===== config.mk =====
export PLATFORM = sky130hd
export DESIGN_NAME = fetch_unit
export DESIGN_NICKNAME = d
export VERILOG_FILES = /design/src/rtl/fetch_unit.sv
export SDC_FILE = /design/constraint.sdc
export NUM_CORES = 1
export LEC_CHECK = 0
export CAP_MARGIN = 20
export CORE_ASPECT_RATIO = 0.6
export CORE_MARGIN = 1
export CORE_UTILIZATION = 50
export DETAILED_ROUTE_END_ITERATION = 8
export PLACE_DENSITY = 0.78
export SYNTH_ARGS = -nofsm -noshare
export SYNTH_HDL_FRONTEND = slang
export SYNTH_SLANG_ARGS = --single-unit

===== constraint.sdc =====
create_clock -name clk -period 2.2 [get_ports clk]
set_input_delay 0.66 -clock clk [delete_from_list [all_inputs] [get_ports clk]]
set_output_delay 0.66 -clock clk [all_outputs]
set_load 0.05 [all_outputs]

===== src/rtl/fetch_unit.sv =====
// Instruction fetch stage: one outstanding read to instruction memory, with returned
// words buffered alongside their PC in a small FIFO for the decoder.
module fetch_unit #(
  parameter int DEPTH = 2,
  parameter int AW    = 16,
  parameter int DW    = 16
) (
  input  logic          clk,
  input  logic          rst,
  input  logic [AW-1:0] pc_current,
  output logic          pc_step,
  input  logic          flush,
  output logic          mem_req,
  output logic [AW-1:0] mem_addr,
  input  logic          mem_gnt,
  input  logic          mem_rvalid,
  input  logic [DW-1:0] mem_rdata,
  output logic          instr_valid,
  output logic [DW-1:0] instr_data,
  output logic [AW-1:0] instr_pc,
  input  logic          instr_ready
);

  localparam int PW = $clog2(DEPTH);
  localparam int CW = PW + 1;
  localparam logic [CW-1:0] DEPTH_C = CW'(DEPTH);

  typedef enum logic [1:0] {IDLE = 2'd0, REQ = 2'd1, WAIT = 2'd2, DRAIN = 2'd3} state_t;

  state_t        state;
  state_t        next_state;
  logic [AW-1:0] addr_q;
  logic          req_q;
  logic          capture;
  logic          push;
  logic          pop;
  logic [CW-1:0] count;
  logic [CW-1:0] count_after_pop;
  logic [PW-1:0] wr_ptr;
  logic [PW-1:0] rd_ptr;
  logic [DW-1:0] data_mem [DEPTH];
  logic [AW-1:0] pc_mem   [DEPTH];

  assign instr_valid     = (count != {CW{1'b0}});
  assign pop             = instr_valid & instr_ready & ~flush;
  assign push            = (state == WAIT) & mem_rvalid & ~flush;
  assign count_after_pop = count - CW'(pop);
  // Gated by reset so the PC sees no strobe while the fetch stage is held in reset.
  assign pc_step         = rst & (push | flush);
  assign mem_req         = req_q;
  assign mem_addr        = addr_q;
  assign instr_data      = data_mem[rd_ptr];
  assign instr_pc        = pc_mem[rd_ptr];

  always_comb begin
    next_state = state;
    capture    = 1'b0;
    case (state)
      IDLE: begin
        if (!flush && (count_after_pop < DEPTH_C)) begin
          next_state = REQ;
          capture    = 1'b1;
        end else begin
          next_state = IDLE;
        end
      end
      REQ: begin
        if (mem_gnt) begin
          next_state = flush ? DRAIN : WAIT;
        end else if (flush) begin
          next_state = IDLE;
        end else begin
          next_state = REQ;
        end
      end
      WAIT: begin
        if (flush) begin
          next_state = mem_rvalid ? IDLE : DRAIN;
        end else if (mem_rvalid) begin
          next_state = IDLE;
        end else begin
          next_state = WAIT;
        end
      end
      // Any response arriving here belongs to a flushed fetch; drop it and resume.
      DRAIN: begin
        if (mem_rvalid) begin
          next_state = IDLE;
        end else begin
          next_state = DRAIN;
        end
      end
      default: next_state = IDLE;
    endcase
  end

  always_ff @(posedge clk or negedge rst) begin
    if (!rst) begin
      state  <= IDLE;
      req_q  <= 1'b0;
      addr_q <= {AW{1'b0}};
    end else begin
      state <= next_state;
      req_q <= (next_state == REQ);
      if (capture) begin
        addr_q <= pc_current;
      end else begin
        addr_q <= addr_q;
      end
    end
  end

  // Flush wins over any same-cycle push or pop and leaves the FIFO empty.
  always_ff @(posedge clk or negedge rst) begin
    if (!rst) begin
      wr_ptr <= {PW{1'b0}};
      rd_ptr <= {PW{1'b0}};
      count  <= {CW{1'b0}};
      for (int i = 0; i < DEPTH; i++) begin
        data_mem[i] <= {DW{1'b0}};
        pc_mem[i]   <= {AW{1'b0}};
      end
    end else if (flush) begin
      wr_ptr <= {PW{1'b0}};
      rd_ptr <= {PW{1'b0}};
      count  <= {CW{1'b0}};
    end else begin
      if (push) begin
        data_mem[wr_ptr] <= mem_rdata;
        pc_mem[wr_ptr]   <= addr_q;
        wr_ptr           <= wr_ptr + PW'(1);
      end
      if (pop) begin
        rd_ptr <= rd_ptr + PW'(1);
      end
      case ({push, pop})
        2'b10:   count <= count + CW'(1);
        2'b01:   count <= count - CW'(1);
        default: count <= count;
      endcase
    end
  end

endmodule


==> summary.md, run 1 <==
| Metric | Value |
|---|---|
| Status | finished, final reports clean |
| DRC Markers | 0 |
| Core ar. | ~0.0073 mm² |
| Post-synthesis cell area | ~0.0038 mm² |
| Drt wl/cell | around 17 µm |
| # IOs | between 80 and 90 |
| Post-route insts no fill | ~450 |
| Critical Path Sink | instr_pc[0] |
| Port Buf Inserts | 88 |
| #FFs+latches synth | 87 |
| Die ar. | around 0.0079 mm² |
| Clock root buffer | clkbuf_16 |
| Area Overhead vs Synth | 45.8% |
| Routed Antenna Nets | 0 |
| Worst EP arrival | about 1.5 ns |
| Worst reg-to-reg path cell count | 5 |
| Skew final | approximately 0.0080 ns |
| Layout Nets | between 300 and 400 |
| Post-synth EDFFs | 0 |
| Syn Inst Count | 243 |
| Worst slew pin tran | 0.564 ns |
| Synth area leader | dfrtp_1 |
| Maxcap violations | 0 |
| Final WL | roughly 7.9 mm |
| Max Slew Vio Count | 0 |
| Critical Path Slowest Stage Cell | mux2_2 |
| Largest net degree at the start of global routing | 47 |
| Die Wd | between 100 and 150 µm |
| Deepest clock path buffer count | 2 |
| Max VDD drop | roughly 0.0010 V |
| Min-delay worst type | in -> async |
| Cells along the critical path | buf_8, mux2_2, buf_12 |
| Clk slew on worst S/H paths | roughly 0.060 ns |
| Share of cells above drive strength 1 | between 50% and 60% |
| Min cycle time layout | between 2 and 2.5 ns |
| Commonest cells post-synth | mux2_2 (109), dfrtp_1 (87), buf_6 (5), clkbuf_1 (5) |
| Placed Cells | between 400 and 500 |
| Slew headroom | slightly above 60% |
| CTS tree | yes |
| Endpoints failing setup | 0 |
| DP Wirelength | 5.39 mm |
| Top post-synthesis cells by area | dfrtp_1 (58%), mux2_2 (33%), buf_6 (1.5%) |
| Cell with the most instances after synthesis | mux2_2 |
| CP max stage delay | 0.41 ns |
| GRT overflow | 0 |
| Post-synthesis sequential area ratio | around 58% |
| GP Congestion | ~0.77 |
| Worst Setup Path Type | reg -> out |
| Vias in the first global route | between 2000 and 3000 |
| Starting Density | 51.9% |
| Chip Height | 69.3 µm |
| Initial antenna violation count | 0 |
| N_diodes | 0 |
| Num CTS Buffers | 9 |
| R2R Path End | pc_mem[22]$_DFFE_PN0P_ |
| Drt first-iter violations | 76 |
| Yosys Warn Count | 0 |
| Synth Flop Type | dfrtp_1 |
| Syn nets | 281 |
| Distinct cells, synth | 28 |
| First-pass GRT wire length | 13.2 mm |
| Pwr/cell area | about 1700 mW/mm² |
| Row Count | 24 |
| R2R Setup Slk | 0.40 ns |
| Avg Vias per Cell | a little over 5 |
| Asr flop ratio synth | 100% |
| Via count | between 2000 and 2500 |
| Htree depth | 3 |
| TritonCTS Sinks | between 80 and 90 |
| Critical path required time | about 1.5 ns |
| Mean post-synth cell area | about 16 µm² |
| CP Launch Type | flop |
| TritonRoute pass-1 iters | 4 |
| Leakage | about 0.0025 µW |
| Setup WS pre-CTS | -0.176 ns |
| R2r startpoint | state[0]$_DFF_PN0_ |
| Top cell family by delay on the critical path | multiplexers |
| Filler cells | approximately 460 |
| Tcrit/Tclk final | a little under 100% |
| CP Depth | 3 |
| Worst skew pair latency | 0.33 ns |
| Crit path buffers/inverters | 2 |
| Crit end category | output pin |
| Top cell type's share of synthesized area | between 50% and 60% |
| CP Max Fanout | 21 |
| Fin. Hold Viols | 0 |
| Worst setup margin | ~0.045 ns |
| Critical Path Start | rd_ptr$_DFFE_PN0P_ |
| RSZ-0062 raised after global routing | yes |
| Max Freq | about 460 MHz |
| All-layer global routing usage | 22.1% |
repair_timing:
item,in CTS,in global routing
hold endpoints to repair,0,0
gates resized for setup,10,1
buffers inserted,1,0
pin swaps,2,0
setup endpoints to repair,28,19
hold buffers,0,0
state kept, by name, summed over array words and instances, names as in the netlist:
name      flops
state         2
wr_ptr        1
data_mem     32
count         2
mem_addr     16
mem_req       1
pc_mem       32
rd_ptr        1
area by class of cell:
cell class              count  area (µm²)  share of cell area, %
flip-flops and latches     87        2180                   39.6
repair buffers            105        1360                   24.7
clock buffers              12         256                   4.67
multi-input cells         142        1500                   27.3
well taps                 104         130                   2.37
clock inverters             4        76.3                   1.39
kinds of logic (layout without fill, tap and decap cells):
| family | after synthesis | after routing | synth area share, % |
|---|---|---|---|
| buffers and inverters | 14 | 121 | 2.52 |
| muxes | 112 | 112 | 33.4 |
| DFF | 87 | 87 | 57.7 |
| and+or+nand+nor | 18 | 18 | 3.52 |
| xor gates and xnor gates | 3 | 3 | 0.697 |
| AOI/OAI and AO/OA | 9 | 9 | 2.09 |
layout by cell type, fill, tap and decap left out, types with 2 or more instances in the layout:
| cell type | Yosys | layout |
|---|---|---|
| buf_4 | 0 | 24 |
| xnor2_1 | 2 | 2 |
| buf_12 | 0 | 37 |
| o21ai_0 | 3 | 3 |
| clkbuf_16 | 0 | 9 |
| clkbuf_8 | 0 | 2 |
| mux2_2 | 109 | 109 |
| bufinv_16 | 0 | 2 |
| nor2_1 | 4 | 4 |
| a21oi_1 | 2 | 2 |
| dlygate4sd2_1 | 0 | 8 |
| clkdlybuf4s50_1 | 0 | 35 |
| mux2_1 | 3 | 3 |
| dfrtp_1 | 87 | 87 |
power by group:
part	internal, µW	total [µW]	switching [µW]
Clock	1060	1660	598
Sequential	2270	2720	446
Combinational	2290	4810	2530
metrics by stage:
step / TNS (ns) / cell area [µm²] / total power [µW] / hold WS (ns) / utilization (%)
finish: 0 / 5500 / 9190 / 0.429 / 75.6
global route: -0.00300 / 5500 / 9580 / 0.461 / 75.6
CTS: 0 / 5490 / 9250 / 0.441 / 75.6
detailed placement: -9.52 / 5160 / 7600 / 0.475 / 71.0
global placement: -8.28 / 5160 / 7480 / 0.464 / 71.0
floorplan: 0 / 3770 / 5430 / 0.364 / -
metal layers:
metal	global-route usage (%)	part of all wire, %	wire (µm)	vias up
li1	-	-	-	1079
met1	31.3	47	3740	1166
met2	34.3	47	3710	64
met3	5.94	4.9	388	7
met4	4.76	0.56	44	0
met5	0	0	0	-
worst min-delay path by stage:
stage / start / end / slack [ns] / cells past startpoint
after floorplan: rst / count[0]$_DFFE_PN0P_ / 0.36 / 0
after global routing: rst / pc_mem[7]$_DFFE_PN0P_ / 0.46 / 2
final: rst / mem_addr[9]$_DFFE_PN0P_ / 0.43 / 2
after global placement: data_mem[30]$_DFFE_PN0P_ / data_mem[30]$_DFFE_PN0P_ / 0.46 / 1
after CTS: rst / mem_addr[9]$_DFFE_PN0P_ / 0.44 / 2
after detailed placement: data_mem[30]$_DFFE_PN0P_ / data_mem[30]$_DFFE_PN0P_ / 0.48 / 1
Power figures use the tool's default switching activity.
==> run 2, diff against run 1 <==
--- a/config.mk
+++ b/config.mk
@@ -6,9 +6,11 @@
 export NUM_CORES = 1
 export LEC_CHECK = 0
 export CAP_MARGIN = 20
+export CELL_PAD_IN_SITES_DETAIL_PLACEMENT = 1
+export CELL_PAD_IN_SITES_GLOBAL_PLACEMENT = 1
 export CORE_ASPECT_RATIO = 0.6
 export CORE_MARGIN = 1
-export CORE_UTILIZATION = 50
+export CORE_UTILIZATION = 41
 export DETAILED_ROUTE_END_ITERATION = 8
 export PLACE_DENSITY = 0.78
 export SYNTH_ARGS = -nofsm -noshare
==> run 2 against run 1 <==
Core utilization shrank 13 points; combinational power about the same; maximum frequency decreased by 1.2%; clock-buffer cell count increased by 2; critical path depth is the same.
==> summary.md, run 2 (synthesized netlist as in run 1, its figures left out) <==
| Metric | Value |
|---|---|
| Status | finished, final reports clean |
| Maxcap violations | 0 |
| Critical Path Start | rd_ptr$_DFFE_PN0P_ |
| Pwr/cell area | approximately 1600 mW/mm² |
| Critical path required time | ~1.5 ns |
| Drt wl/cell | between 15 and 20 µm |
| GR Util met3 | between 6 and 7% |
| Worst EP arrival | about 1.5 ns |
| Final instance area | between 0.005 and 0.006 mm² |
| First-pass GRT wire length | roughly 14 mm |
| Area Overhead vs Synth | 45.3% |
| RSZ-0062 raised after global routing | yes |
| Largest net degree at the start of global routing | 88 |
| Met1 GRT Util | around a quarter |
| Max Freq | around 460 MHz |
| Row Count | 26 |
| Sw Pwr | 3580 µW |
| Power, Total | ~9000 µW |
| Worst reg-to-reg path cell count | 5 |
| Critical Path Sink | instr_data[7] |
| Clock root buffer | clkbuf_16 |
| Pint | between 5000 and 6000 µW |
| Htree depth | 3 |
| CP Max Fanout | 33 |
| Busiest grt layer | met2 |
| TritonCTS Sinks | 87 |
| CP Launch Type | flop |
| Tcrit/Tclk final | 99.1% |
| Vias in the first global route | between 2000 and 3000 |
| TritonRoute pass-1 iters | 4 |
| Post-CTS Hold Fix Bufs | 0 |
| Filler cells | between 800 and 900 |
| Drt first-iter violations | 53 |
| Deepest clock path buffer count | 2 |
| Part of the power in combinational logic | between 50 and 60% |
| Placement Cell Area | roughly 0.0052 mm² |
| GP Congestion | roughly 0.74 |
| Routed Antenna Nets | 0 |
| Leakage | around 0.0025 µW |
| Worst Setup Path Type | reg -> out |
| Commonest cells after routing, fill and taps aside | mux2_2 (109), dfrtp_1 (87), buf_12 (40) |
| Max VDD drop | about 0.001 V |
| Die ar. | between 0.009 and 0.01 mm² |
| Initial antenna violation count | 0 |
| Endpoints failing setup | 0 |
| Share of cells above drive strength 1 | between 50% and 60% |
| Via count | ~2300 |
| Fin. Hold Viols | 0 |
| Clk slew on worst S/H paths | 0.06 ns |
| Worst slew pin tran | between 0.4 and 0.5 ns |
| Slew headroom | roughly 67% |
| Min cycle time layout | 2.18 ns |
| R2r startpoint | state[0]$_DFF_PN0_ |
| R2R Setup Slk | ~0.36 ns |
| Avg Vias per Cell | around 5.1 |
| Chip Height | ~76 µm |
| Die Wd | 126 µm |
| CTS tree | yes |
| Clk network pwr share | between 10% and 20% |
| N_diodes | 0 |
| Port Buf Inserts | 88 |
| Final WL | about 8.5 mm |
| Flop pwr share | between 30% and 40% |
| All-layer global routing usage | slightly below 20% |
| Post-layout util | approximately 63% |
| Skew final | ~0.0069 ns |
| Worst skew pair latency | 0.34 ns |
| DP Wirelength | approximately 5.7 mm |
| DRC Markers | 0 |
| Starting Density | 43.3% |
| Most common cell after layout, fill and taps aside | mux2_2 |
| Num CTS Buffers | 9 |
| Min-delay worst type | in -> async |
| Layout Nets | 380 |
| GRT overflow | 0 |
| # IOs | 89 |
| Met2 Use GR | a little under a third |
| Switching Fraction | approximately 40% |
| Crit end category | output pin |
| Core ar. | 0.00872 mm² |
| R2R Path End | data_mem[27]$_DFFE_PN0P_ |
| Max Slew Vio Count | 0 |
==> run 2: metrics by stage <==
| stage | cells | hold WS (ns) | TNS [ns] | worst slack (ns) |
|---|---|---|---|---|
| after floorplan | 243 | 0.364 | 0 | 0.177 |
| after global placement | 442 | 0.466 | -7.25 | -0.122 |
| after detailed placement | 442 | 0.475 | -9.75 | -0.172 |
| after CTS | 459 | 0.403 | -0.0107 | -0.00351 |
| after global routing | 459 | 0.415 | -0.490 | -0.0319 |
| final | 459 | 0.390 | 0 | 0.0199 |
==> run 2: power groups by stage <==
stage               clock network, µW  logic (µW)  registers, µW
floorplan                           0        2280           3150
global placement                    0        4810           2680
detailed placement                  0        4870           2750
CTS                              1520        4880           2740
global route                     1590        5010           2840
finish                           1470        4830           2730
==> run 2: metal layers <==
layer  up-vias  part of all wire, %  routed length (µm)
met4         0                 0.87                  74
met1      1190                   47                3970
met5         -                    0                   0
met3         9                  5.7                 483
li1       1071                    -                   -
met2        62                   47                3990
==> run 2: critical path, cell delays in order (launching register included) <==
cell and delay (ns):
dfrtp_1 0.37, buf_12 0.24, mux2_2 0.40, buf_12 0.16
==> run 2: layout make-up <==
class / instances / area [µm²] / area share [%]
Sequential cell: 87 / 2180 / 39.7
Clock inverter: 2 / 12.5 / 0.228
Clock buffer: 14 / 284 / 5.19
Tap cell: 112 / 140 / 2.56
Multi-Input combinational cell: 142 / 1500 / 27.4
Timing Repair Buffer: 102 / 1360 / 24.9
==> run 2: what timing repair did <==
item	in CTS	in global routing
hold endpoints to repair	0	0
buffers inserted	1	0
cloned	0	0
pin swaps	1	0
resized for setup	7	0
setup endpoints to repair	11	32
==> run 2: worst min-delay path by stage <==
stage	slack, ns	to	cells after the start	startpoint
after CTS	0.40	pc_mem[24]$_DFFE_PN0P_	2	rst
after floorplan	0.36	count[0]$_DFFE_PN0P_	0	rst
after detailed placement	0.47	pc_mem[23]$_DFFE_PN0P_	1	pc_mem[23]$_DFFE_PN0P_
after global routing	0.42	pc_mem[23]$_DFFE_PN0P_	2	rst
after global placement	0.47	data_mem[30]$_DFFE_PN0P_	1	data_mem[30]$_DFFE_PN0P_
final	0.39	pc_mem[24]$_DFFE_PN0P_	2	rst
==> run 3, diff against run 2 <==
--- a/config.mk
+++ b/config.mk
@@ -5,7 +5,7 @@
 export SDC_FILE = /design/constraint.sdc
 export NUM_CORES = 1
 export LEC_CHECK = 0
-export CAP_MARGIN = 20
+export CAP_MARGIN = 10
 export CELL_PAD_IN_SITES_DETAIL_PLACEMENT = 1
 export CELL_PAD_IN_SITES_GLOBAL_PLACEMENT = 1
 export CORE_ASPECT_RATIO = 0.6
==> results of run 3 <==
Same layout as run 2: the final DEF is identical, and so are final timing and power.
